`config.mk`:
```
export PLATFORM = sky130hd
export DESIGN_NAME = shift_arbiter
export DESIGN_NICKNAME = d
export VERILOG_FILES = /design/src/rtl/shift_arbiter_pkg.sv /design/src/rtl/shift_arbiter_bitrev.sv /design/src/rtl/shift_arbiter.sv
export SDC_FILE = /design/constraint.sdc
export NUM_CORES = 1
export LEC_CHECK = 0
export BUFFER_PORTS_ARGS = -buffer_cell sky130_fd_sc_hd__buf_2
export CAP_MARGIN = 5
export CELL_PAD_IN_SITES_DETAIL_PLACEMENT = 1
export CELL_PAD_IN_SITES_GLOBAL_PLACEMENT = 1
export CORE_ASPECT_RATIO = 1.5
export CORE_MARGIN = 3
export CORE_UTILIZATION = 24
export DETAILED_ROUTE_END_ITERATION = 8
export GPL_TIMING_DRIVEN = 0
export PLACE_DENSITY = 0.55
export SLEW_MARGIN = 15
export SYNTH_ARGS = -nofsm -noshare
export SYNTH_HDL_FRONTEND = slang
export SYNTH_SLANG_ARGS = --single-unit
```
`constraint.sdc`:
```
create_clock -name clk -period 2.7 [get_ports clk]
set_clock_uncertainty 0.15 [all_clocks]
set_input_delay 0.27 -clock clk [delete_from_list [all_inputs] [get_ports clk]]
set_output_delay 0.27 -clock clk [all_outputs]
set_load 0.1 [all_outputs]
```
`src/rtl/shift_arbiter_pkg.sv`:
```
// Shared constants and state encoding for the shift arbiter that sequences
// SLL/SRL/SRA through a single left-only barrel shifter.
package shift_arbiter_pkg;

    localparam int SA_W   = 32;
    localparam int SA_SHW = 5;

    localparam logic [1:0] OP_SLL = 2'b00;
    localparam logic [1:0] OP_SRL = 2'b01;
    localparam logic [1:0] OP_SRA = 2'b10;
    localparam logic [1:0] OP_RSV = 2'b11;

    localparam logic [5:0] SIG_SHIFT = 6'b000000;
    localparam logic [5:0] SIG_OFF   = 6'b111111;

    typedef enum logic [1:0] {
        ST_IDLE  = 2'd0,
        ST_PASS1 = 2'd1,
        ST_PASS2 = 2'd2,
        ST_RESP  = 2'd3
    } state_e;

endpackage

```
`src/rtl/shift_arbiter_bitrev.sv`:
```
// 32-bit bit reversal; lets a left-only shifter perform right shifts.
module bit_reverse32 (
    input  logic [31:0] in_i,
    output logic [31:0] out_o
);

    // Mirror bit i onto bit 31-i.
    always_comb begin
        out_o = 32'h0000_0000;
        for (int i = 0; i < 32; i++) begin
            out_o[i] = in_i[31-i];
        end
    end

endmodule

```
`src/rtl/shift_arbiter.sv`:
```
// Round-robin arbiter and sequencer sharing one external left-only shifter
// between two requesters; SRA takes a second pass to build the sign-fill mask.
module shift_arbiter
    import shift_arbiter_pkg::*;
#(
    parameter int W   = SA_W,
    parameter int SHW = SA_SHW
) (
    input  logic           clk,
    input  logic           rst,
    input  logic [1:0]     req_valid,
    output logic [1:0]     req_ready,
    input  logic [1:0]     req0_op,
    input  logic [1:0]     req1_op,
    input  logic [W-1:0]   req0_data,
    input  logic [W-1:0]   req1_data,
    input  logic [SHW-1:0] req0_shamt,
    input  logic [SHW-1:0] req1_shamt,
    output logic [1:0]     rsp_valid,
    input  logic [1:0]     rsp_ready,
    output logic [W-1:0]   rsp_data,
    output logic           rsp_err,
    output logic [W-1:0]   sh_dataA,
    output logic [W-1:0]   sh_dataB,
    output logic [5:0]     sh_signal,
    input  logic [W-1:0]   sh_out
);

    state_e         state_q, state_d;
    logic           last_grant_q, last_grant_d;
    logic           owner_q, owner_d;
    logic [1:0]     op_q, op_d;
    logic [W-1:0]   data_q, data_d;
    logic [SHW-1:0] shamt_q, shamt_d;
    logic [W-1:0]   rsp_data_q, rsp_data_d;
    logic           rsp_err_q, rsp_err_d;

    logic           grant_s;
    logic [1:0]     sel_op_s;
    logic [W-1:0]   sel_data_s;
    logic [SHW-1:0] sel_shamt_s;
    logic [W-1:0]   data_rev_s;
    logic [W-1:0]   sh_out_rev_s;

    bit_reverse32 u_rev_operand (
        .in_i  (data_q),
        .out_o (data_rev_s)
    );

    bit_reverse32 u_rev_result (
        .in_i  (sh_out),
        .out_o (sh_out_rev_s)
    );

    // Round-robin grant: a lone requester wins, a tie goes to the one not served last.
    always_comb begin
        grant_s = 1'b0;
        case (req_valid)
            2'b01:   grant_s = 1'b0;
            2'b10:   grant_s = 1'b1;
            2'b11:   grant_s = ~last_grant_q;
            default: grant_s = 1'b0;
        endcase
    end

    // Operand mux for the granted requester.
    always_comb begin
        if (grant_s) begin
            sel_op_s    = req1_op;
            sel_data_s  = req1_data;
            sel_shamt_s = req1_shamt;
        end else begin
            sel_op_s    = req0_op;
            sel_data_s  = req0_data;
            sel_shamt_s = req0_shamt;
        end
    end

    // Next-state, datapath capture and handshake outputs.
    always_comb begin
        state_d      = state_q;
        last_grant_d = last_grant_q;
        owner_d      = owner_q;
        op_d         = op_q;
        data_d       = data_q;
        shamt_d      = shamt_q;
        rsp_data_d   = rsp_data_q;
        rsp_err_d    = rsp_err_q;
        req_ready    = 2'b00;
        rsp_valid    = 2'b00;
        sh_signal    = SIG_OFF;
        sh_dataA     = {W{1'b0}};
        sh_dataB     = {W{1'b0}};

        case (state_q)
            ST_IDLE: begin
                if (req_valid[grant_s]) begin
                    req_ready[grant_s] = 1'b1;
                    owner_d            = grant_s;
                    last_grant_d       = grant_s;
                    op_d               = sel_op_s;
                    data_d             = sel_data_s;
                    shamt_d            = sel_shamt_s;
                    if (sel_op_s == OP_RSV) begin
                        rsp_data_d = {W{1'b0}};
                        rsp_err_d  = 1'b1;
                        state_d    = ST_RESP;
                    end else begin
                        rsp_err_d  = 1'b0;
                        state_d    = ST_PASS1;
                    end
                end else begin
                    state_d = ST_IDLE;
                end
            end
            ST_PASS1: begin
                sh_signal = SIG_SHIFT;
                sh_dataB  = {{(W-SHW){1'b0}}, shamt_q};
                if (op_q == OP_SLL) begin
                    sh_dataA   = data_q;
                    rsp_data_d = sh_out;
                end else begin
                    sh_dataA   = data_rev_s;
                    rsp_data_d = sh_out_rev_s;
                end
                if (op_q == OP_SRA) begin
                    state_d = ST_PASS2;
                end else begin
                    state_d = ST_RESP;
                end
            end
            ST_PASS2: begin
                // All-ones shifted left, reversed, is the logical-right mask; its complement is the sign fill.
                sh_signal = SIG_SHIFT;
                sh_dataA  = {W{1'b1}};
                sh_dataB  = {{(W-SHW){1'b0}}, shamt_q};
                if (data_q[W-1]) begin
                    rsp_data_d = rsp_data_q | ~sh_out_rev_s;
                end else begin
                    rsp_data_d = rsp_data_q;
                end
                state_d = ST_RESP;
            end
            ST_RESP: begin
                rsp_valid[owner_q] = 1'b1;
                if (rsp_ready[owner_q]) begin
                    state_d = ST_IDLE;
                end else begin
                    state_d = ST_RESP;
                end
            end
            default: begin
                state_d = ST_IDLE;
            end
        endcase
    end

    // State and operand registers; reset makes requester 0 win the first tie.
    always_ff @(posedge clk or posedge rst) begin
        if (rst) begin
            state_q      <= ST_IDLE;
            last_grant_q <= 1'b1;
            owner_q      <= 1'b0;
            op_q         <= 2'b00;
            data_q       <= {W{1'b0}};
            shamt_q      <= {SHW{1'b0}};
            rsp_data_q   <= {W{1'b0}};
            rsp_err_q    <= 1'b0;
        end else begin
            state_q      <= state_d;
            last_grant_q <= last_grant_d;
            owner_q      <= owner_d;
            op_q         <= op_d;
            data_q       <= data_d;
            shamt_q      <= shamt_d;
            rsp_data_q   <= rsp_data_d;
            rsp_err_q    <= rsp_err_d;
        end
    end

    assign rsp_data = rsp_data_q;
    assign rsp_err  = rsp_err_q;

endmodule

```
* Word-level counts from Yosys, hierarchy flattened
Index checks and enable logic that the tools add are counted.
Word-level totals: register bits after elaboration 76, bits in latches 0, bits in writable memories 0, memories 0, logic and storage cells 63, input port bits 116, output and inout bits 107, ROM bits 0
Cells by class: mux-type cells 30, $lt $le $gt $ge 4, bitwise operators 3, $mul 0, reduce and logical (&&, ||, !) cells 8, shifts and indexed selects 0, eq/ne operators 10, divide/modulo/power cells 0, add/subtract/negate cells 0
Operators with widths (number):
- $mux 32 | 6
- $pmux 32 s3 | 1
- $pmux 32 s2 | 1
- $not 32->32 | 1
- $or 32x32->32 | 1
- $mux 2 | 7
- $eq 2x2->1 const B | 6
- $mux 5 | 2
- $mux 1 | 8
- $pmux 2 s4 | 1
- $mux 6 | 1
- $ne 2x2->1 const B | 3
- $logic_not 2->1 | 2
- $lt 1x2->1 const B | 2
- $reduce_and 4->1 | 1
- $reduce_bool 3->1 | 1
- $demux 1 s1 | 2
- $eq 2x1->1 const B | 1
- $ge 1x1->1 const B | 2
- $logic_and 1x1->1 | 2
- $pmux 1 s2 | 1
- $reduce_and 2->1 | 1
- $reduce_or 2->1 | 1
- $not 1->1 | 1

* Logic depth before layout (Yosys ltp)
Gate-level depths: netlist of the first run.
depth in word-level cells 8, mapped depth 7, depth with buffers taken out 5

* Hierarchy
A second synthesis of the first run with hierarchy kept.
Second synthesis, totals: cells, all modules 610, area, all modules 5808.1 um2
Modules (own cells, without submodules):
- shift_arbiter | cells each 546, instances 1, sequential area each 1903.1 um2, area each 5327.6 um2
- bit_reverse32 | cells each 32, instances 2, sequential area each 0.0 um2, area each 240.2 um2

* Worst setup path before layout of the first run
Ideal clock, no wire load.
kind flip-flop to output port, from reg state_q[0], to out sh_dataA[10], buffers on the path 1, slack -880 ps, cell stages (with the launch flop) 6, required time 2280 ps, arrival time 3160 ps, cell sequence dfrtp_1 -> inv_1 -> ha_1 -> inv_1 -> clkbuf_1 -> nor2_1
Between the ends: word-level cells in the longest chain between the ends 2
Ends and longest elaborated chain:
- from (decl) | line shift_arbiter.sv:29 | state_e state_q, state_d;
- from (signal assigned) | line shift_arbiter.sv:170 | state_q <= state_d;
- $eq 2x2->1 / $eq 2x1->1 (equally long branches) | line shift_arbiter.sv:95 | case (state_q)
- $pmux 32 s2 * | line shift_arbiter.sv:95
- to (decl) | line shift_arbiter.sv:23 | output logic [W-1:0] sh_dataA,
Every way passes the cells marked *; elsewhere a longest branch is shown, timed or not.

* Worst setup path in the final report of the first run
from reg state_q[1], to out sh_dataA[31]
Same word-level chain as after synthesis.

==> out/metrics.yaml, run 1 <==
synth-main-ff-cell: "dfrtp_1"
worst-setup-path-type: "reg2out"
final_cell_mix: "buf_2, dfrtp_1, buf_4"
setup_viol: 0
remaining_drc_errors: 0
ys_ff_latch: 76
synth_edf_count: 0
drv_cap: 0
r2r_slack_ns: 0.15
crit_required_ns: 2.28
syn_inst: 546
cts_buffers: 9
die_w_microns: 127.6
dp_slack_ns: -0.2197
layout_commonest_cell: "buf_2"
cts_tree: "built"
clk_pin_slew_ns: 0.07
ys_warn_count: 0
dr.pass1.iters: 4
fmax_mhz: 383.7
gr-total-overflow: 0
slew_viol_final: 0
crit_path_end_kind: "output pin"
grt_pass1_vias: 5762
ant_nets: 0
rsz0062_at_grt: "false"
syn_area_sq_um: 5324
syn_to_final_growth_pct: 38.61
fin_ws_ns: 0.09349
dp_hpwl_microns: 16020
grt_pass1_wl_microns: 32350
antenna_cells: 0
layout.nets: 901
grt.total_usage: 0.1707
yosysSeqAreaShare: 0.3575
cts_buffer_depth: 2
antenna_found_initial: 0
status: "completed"
avgSynthCellArea_sq_um: 9.751
ys_types: 34
grt_start_max_net_pins: 45
vias: 5125
critPathLaunchType: "flop"
vias_per_cell: 4.849
fillers: 2547
finalHoldViolations: 0
cp.arrival_ns: 2.19
h-tree-depth: 3
drt-initial-drc-count: 253
fin_crit_ns: 2.607
avgRoutedWirePerCell_microns: 19.89
drive_above_1_share: 0.4650
io_pins: 223
worstPathMaxFanout: 10
hp-class: "in2reg"
clock_sinks: 76
start_util: 0.2451
dieArea_sq_um: 24040
rows: 66
clk_latency_ns: 0.33
finalCritPeriodShare: 0.9654
async_flop_share: 1.000
max_slew.worst_pin.slew_ns: 0.6815
drt-total-wl_microns: 21030
coreArea_sq_um: 21720
portBuffers: 195
cts_root_buf: "clkbuf_16"
die_y_microns: 188.4
gp_congestion: 0.7904
relSlewSlack: 0.5457
[final cells by class]
type,instances,area (sq um),area share
Multi-Input combinational cell,407,3062,0.4149
Sequential cell,76,1903,0.2579
Timing Repair Buffer,198,1197,0.1623
Buffer,82,554.3,0.07511
Tap cell,272,340.3,0.04612
Clock buffer,10,229.0,0.03103
Clock inverter,6,65.06,0.008817
Inverter,6,28.78,0.003900
[kinds of logic after synthesis]
family,Yosys count,synth area share
mux,72,0.1429
simple gates,122,0.1090
fa+ha+maj,5,0.01175
other cells,1,0.0007044
compound gates,181,0.2773
flops,76,0.3575
buf+inv,89,0.1008
[worst max-delay path, stage by stage (launching register included)]
cell and delay [ns]:
dfrtp_1 0.40, inv_1 0.15, ha_1 0.16, buf_2 0.22, buf_6 0.19, buf_4 0.21
a21oi_1 0.08, nor2_1 0.17, buf_6 0.26
[stage by stage]
stage               hold slack, ns  instances  area (sq um)    util  setup TNS (ns)
floorplan                   0.2918        572          5490       -          -4.929
global placement            0.3090       1039          6807  0.3134          -71.15
detailed placement          0.1836       1040          6837  0.3148          -4.561
CTS                        0.06493       1058          7316  0.3368               0
global route               0.09261       1057          7380  0.3398               0
finish                     0.07923       1057          7380  0.3398               0
[worst paths after layout]
path | endpoint | cells after the start | start
hold reg to reg | shamt_q[3] | 2 | shamt_q[3]
min in group asynchronous | rsp_data[12] | 3 | rst
setup / recovery | sh_dataA[31] | 8 | state_q[1]
hold / removal | shamt_q[4] | 3 | req1_shamt[4]
setup reg to reg | rsp_data[17] | 7 | state_q[1]
max in group asynchronous | last_grant_q | 4 | rst
[repair_timing]
item,4_1_cts,5_1_grt
gates resized for setup,66,22
buffers inserted,1,0
endpoints found under the setup margin,39,33
hold buffers,1,0
endpoints found under the hold margin,32,0
[synthesized netlist by cell type, types with 2 or more instances]
cell type / number / share of area
a21boi_0: 2 / 0.0028
a21o_1: 2 / 0.0028
a21oi_1: 32 / 0.030
a31oi_1: 33 / 0.039
a32o_1: 32 / 0.060
and2_1: 7 / 0.0082
buf_1: 6 / 0.0042
buf_2: 9 / 0.0085
buf_4: 33 / 0.047
buf_6: 9 / 0.019
clkbuf_1: 26 / 0.018
dfrtp_1: 75 / 0.35
ha_1: 5 / 0.012
inv_1: 6 / 0.0042
mux2_2: 32 / 0.068
mux2i_1: 40 / 0.075
nand2_1: 41 / 0.029
nand2b_1: 33 / 0.039
nor2_1: 36 / 0.025
nor2b_1: 2 / 0.0023
o21ai_0: 42 / 0.039
o2bb2ai_1: 2 / 0.0033
o2bb2ai_2: 30 / 0.085
[sequential cells by signal, summed over array words and instances (netlist names)]
register and flops:
state_q 2, rsp_data 32, data_q 32, last_grant_q 1, shamt_q 5, rsp_err 1, owner_q 1, op_q 2
[metal layers]
metal	vias up	wire (microns)	global-route usage
li1	2401	-	-
met1	2543	8322	0.1965
met2	162	11400	0.3262
met3	19	1004	0.02439
met4	0	297	0.04208
met5	-	0	0
Power of run 1 is left out: the tool's default activity adds up to more than one toggle a clock period on the data nets, which glitch-free logic cannot reach.
==> run 2, diff against run 1 <==
Settings changed: BUFFER_PORTS_ARGS -buffer_cell sky130_fd_sc_hd__buf_2 to unset, DONT_BUFFER_PORTS set to 1, PLACE_DENSITY 0.55 to 0.43.
==> out/metrics.yaml, run 2 (synthesized netlist as in run 1, its figures left out) <==
status: "completed"  # unchanged
rows: 66  # unchanged
rsz0062_at_grt: "false"  # unchanged
ant_nets: 0  # unchanged
min_from: "req1_data[0]"  # was req1_shamt[4]
clk_latency_ns: 0.34  # was 0.33 ns
cts_buffer_depth: 2  # unchanged
dr.pass1.iters: 5  # was 4
hp-class: "in2reg"  # unchanged
remaining_drc_errors: 0  # unchanged
final_cell_mix: "dfrtp_1, buf_4, dlygate4sd3_1"  # was buf_2, dfrtp_1, buf_4
crit_path_end_kind: "output pin"  # unchanged
grt_pass1_vias: 5231  # was 5762
cts_root_buf: "clkbuf_16"  # unchanged
multiInputGateArea_sq_um: 3244  # was 3062 sq um
cts_buffers: 9  # unchanged
grt.total_usage: 0.1679  # was 0.1707
worst-setup-path-type: "reg2out"  # unchanged
clock_sinks: 76  # unchanged
dp_hpwl_microns: 15110  # was 16020 microns
portBuffers: 0  # was 195
finalCritPeriodShare: 0.9715  # was 0.9654
slowest_stage: "nor2_4"  # was dfrtp_1
coreArea_sq_um: 21720  # unchanged
gp_congestion: 0.7755  # was 0.7904
slew_viol_final: 0  # unchanged
die_y_microns: 188.4  # unchanged
cp.arrival_ns: 2.20  # was 2.19 ns
layout.nets: 758  # was 901
crit_chain: "inv_1, ha_4, clkinvlp_4, buf_4, clkbuf_8, nor2_4"  # was inv_1, ha_1, buf_2, buf_6, buf_4, a21oi_1, nor2_1, buf_6
avgRoutedWirePerCell_microns: 22.71  # was 19.89 microns
syn_to_final_growth_pct: 31.45  # was 38.61%
vias: 4681  # was 5125
r2r_start: "state_q[0]"  # was state_q[1]
gr-total-overflow: 0  # unchanged
drt-total-wl_microns: 20760  # was 21030 microns
drive_above_1_share: 0.2975  # was 0.4650
cts_tree: "built"  # unchanged
fin_crit_ns: 2.623  # was 2.607 ns
clk_pin_slew_ns: 0.07  # about the same
crit_required_ns: 2.28  # about the same
drv_cap: 0  # unchanged
antenna_cells: 0  # unchanged
seqCellArea_sq_um: 1903  # unchanged
vias_per_cell: 5.121  # was 4.849
drt-initial-drc-count: 119  # was 253
crit_start: "state_q[0]"  # was state_q[1]
finalHoldViolations: 0  # unchanged
cpPeakStageDelay_ns: 0.51  # was 0.40 ns
dieArea_sq_um: 24040  # unchanged
worstPathMaxFanout: 7  # was 10
start_util: 0.2451  # unchanged
relSlewSlack: 0.2763  # was 0.5457
h-tree-depth: 3  # unchanged
critPathLaunchType: "flop"  # unchanged
fillers: 2474  # was 2547
max_slew.worst_pin.slew_ns: 1.081  # was 0.6815 ns
setup_viol: 0  # unchanged
hold_ws_ns: 0.008104  # was 0.07923 ns
fmax_mhz: 381.3  # was 383.7 MHz
grt_pass1_wl_microns: 31290  # was 32350 microns
layout_commonest_cell: "dfrtp_1"  # was buf_2
die_w_microns: 127.6  # unchanged
io_pins: 223  # unchanged
antenna_found_initial: 0  # unchanged
grt_start_max_net_pins: 45  # unchanged
-- run 2: timing repair --
action	4_1_cts	5_1_grt
cloned	2	0
gates resized for setup	66	9
pin swaps	28	12
endpoints found under the setup margin	39	33
setup buffers	5	0
endpoints found under the hold margin	62	1
hold buffers	45	1
-- run 2: cell type report --
| cell class | instances | share of cell area |
|---|---|---|
| Clock buffer | 10 | 0.03272 |
| Multi-Input combinational cell | 407 | 0.4636 |
| Timing Repair Buffer | 54 | 0.07903 |
| Inverter | 6 | 0.004112 |
| Buffer | 83 | 0.08761 |
| Tap cell | 272 | 0.04863 |
| Clock inverter | 6 | 0.01234 |
| Sequential cell | 76 | 0.2719 |
-- run 2: worst paths after layout --
| path | endpoint | slack (ns) | depth (start not counted) |
|---|---|---|---|
| max reg2reg | rsp_data[10] | 0.21 | 7 |
| min reg2reg | shamt_q[4] | 0.33 | 2 |
| min | data_q[0] | 0.008 | 2 |
| min in group asynchronous | rsp_data[17] | 0.30 | 2 |
| max | sh_dataA[7] | 0.08 | 6 |
| max in group asynchronous | last_grant_q | 1.47 | 3 |
-- run 2: through the flow --
stage / TNS, ns / instances / cell area (sq um) / setup slack (ns) / util
after global placement: -95.49 / 844 / 5831 / -0.9705 / 0.2685
after detailed placement: -18.71 / 845 / 5893 / -0.8100 / 0.2713
after global routing: 0 / 914 / 6998 / 0.0005209 / 0.3222
final: 0 / 914 / 6998 / 0.07705 / 0.3222
after CTS: 0 / 913 / 6974 / 0.005807 / 0.3211
after floorplan: -4.929 / 572 / 5490 / -0.2772 / -
-- run 2: per-layer routing --
layer  routed length, microns  global-route usage
met5                        0                   0
met4                      431             0.05801
met3                     1166             0.03857
met2                    11290              0.3130
met1                     7873              0.1837
-- run 2: critical path, delay by kind of cell, from the launching register on --
kind                       cells  cell delay, ns
and+or+nand+nor                1            0.51
buffers and inverters          4            0.65
DFF                            1            0.38
adders and majority gates      1            0.31
Power of run 2 is left out for the same reason.
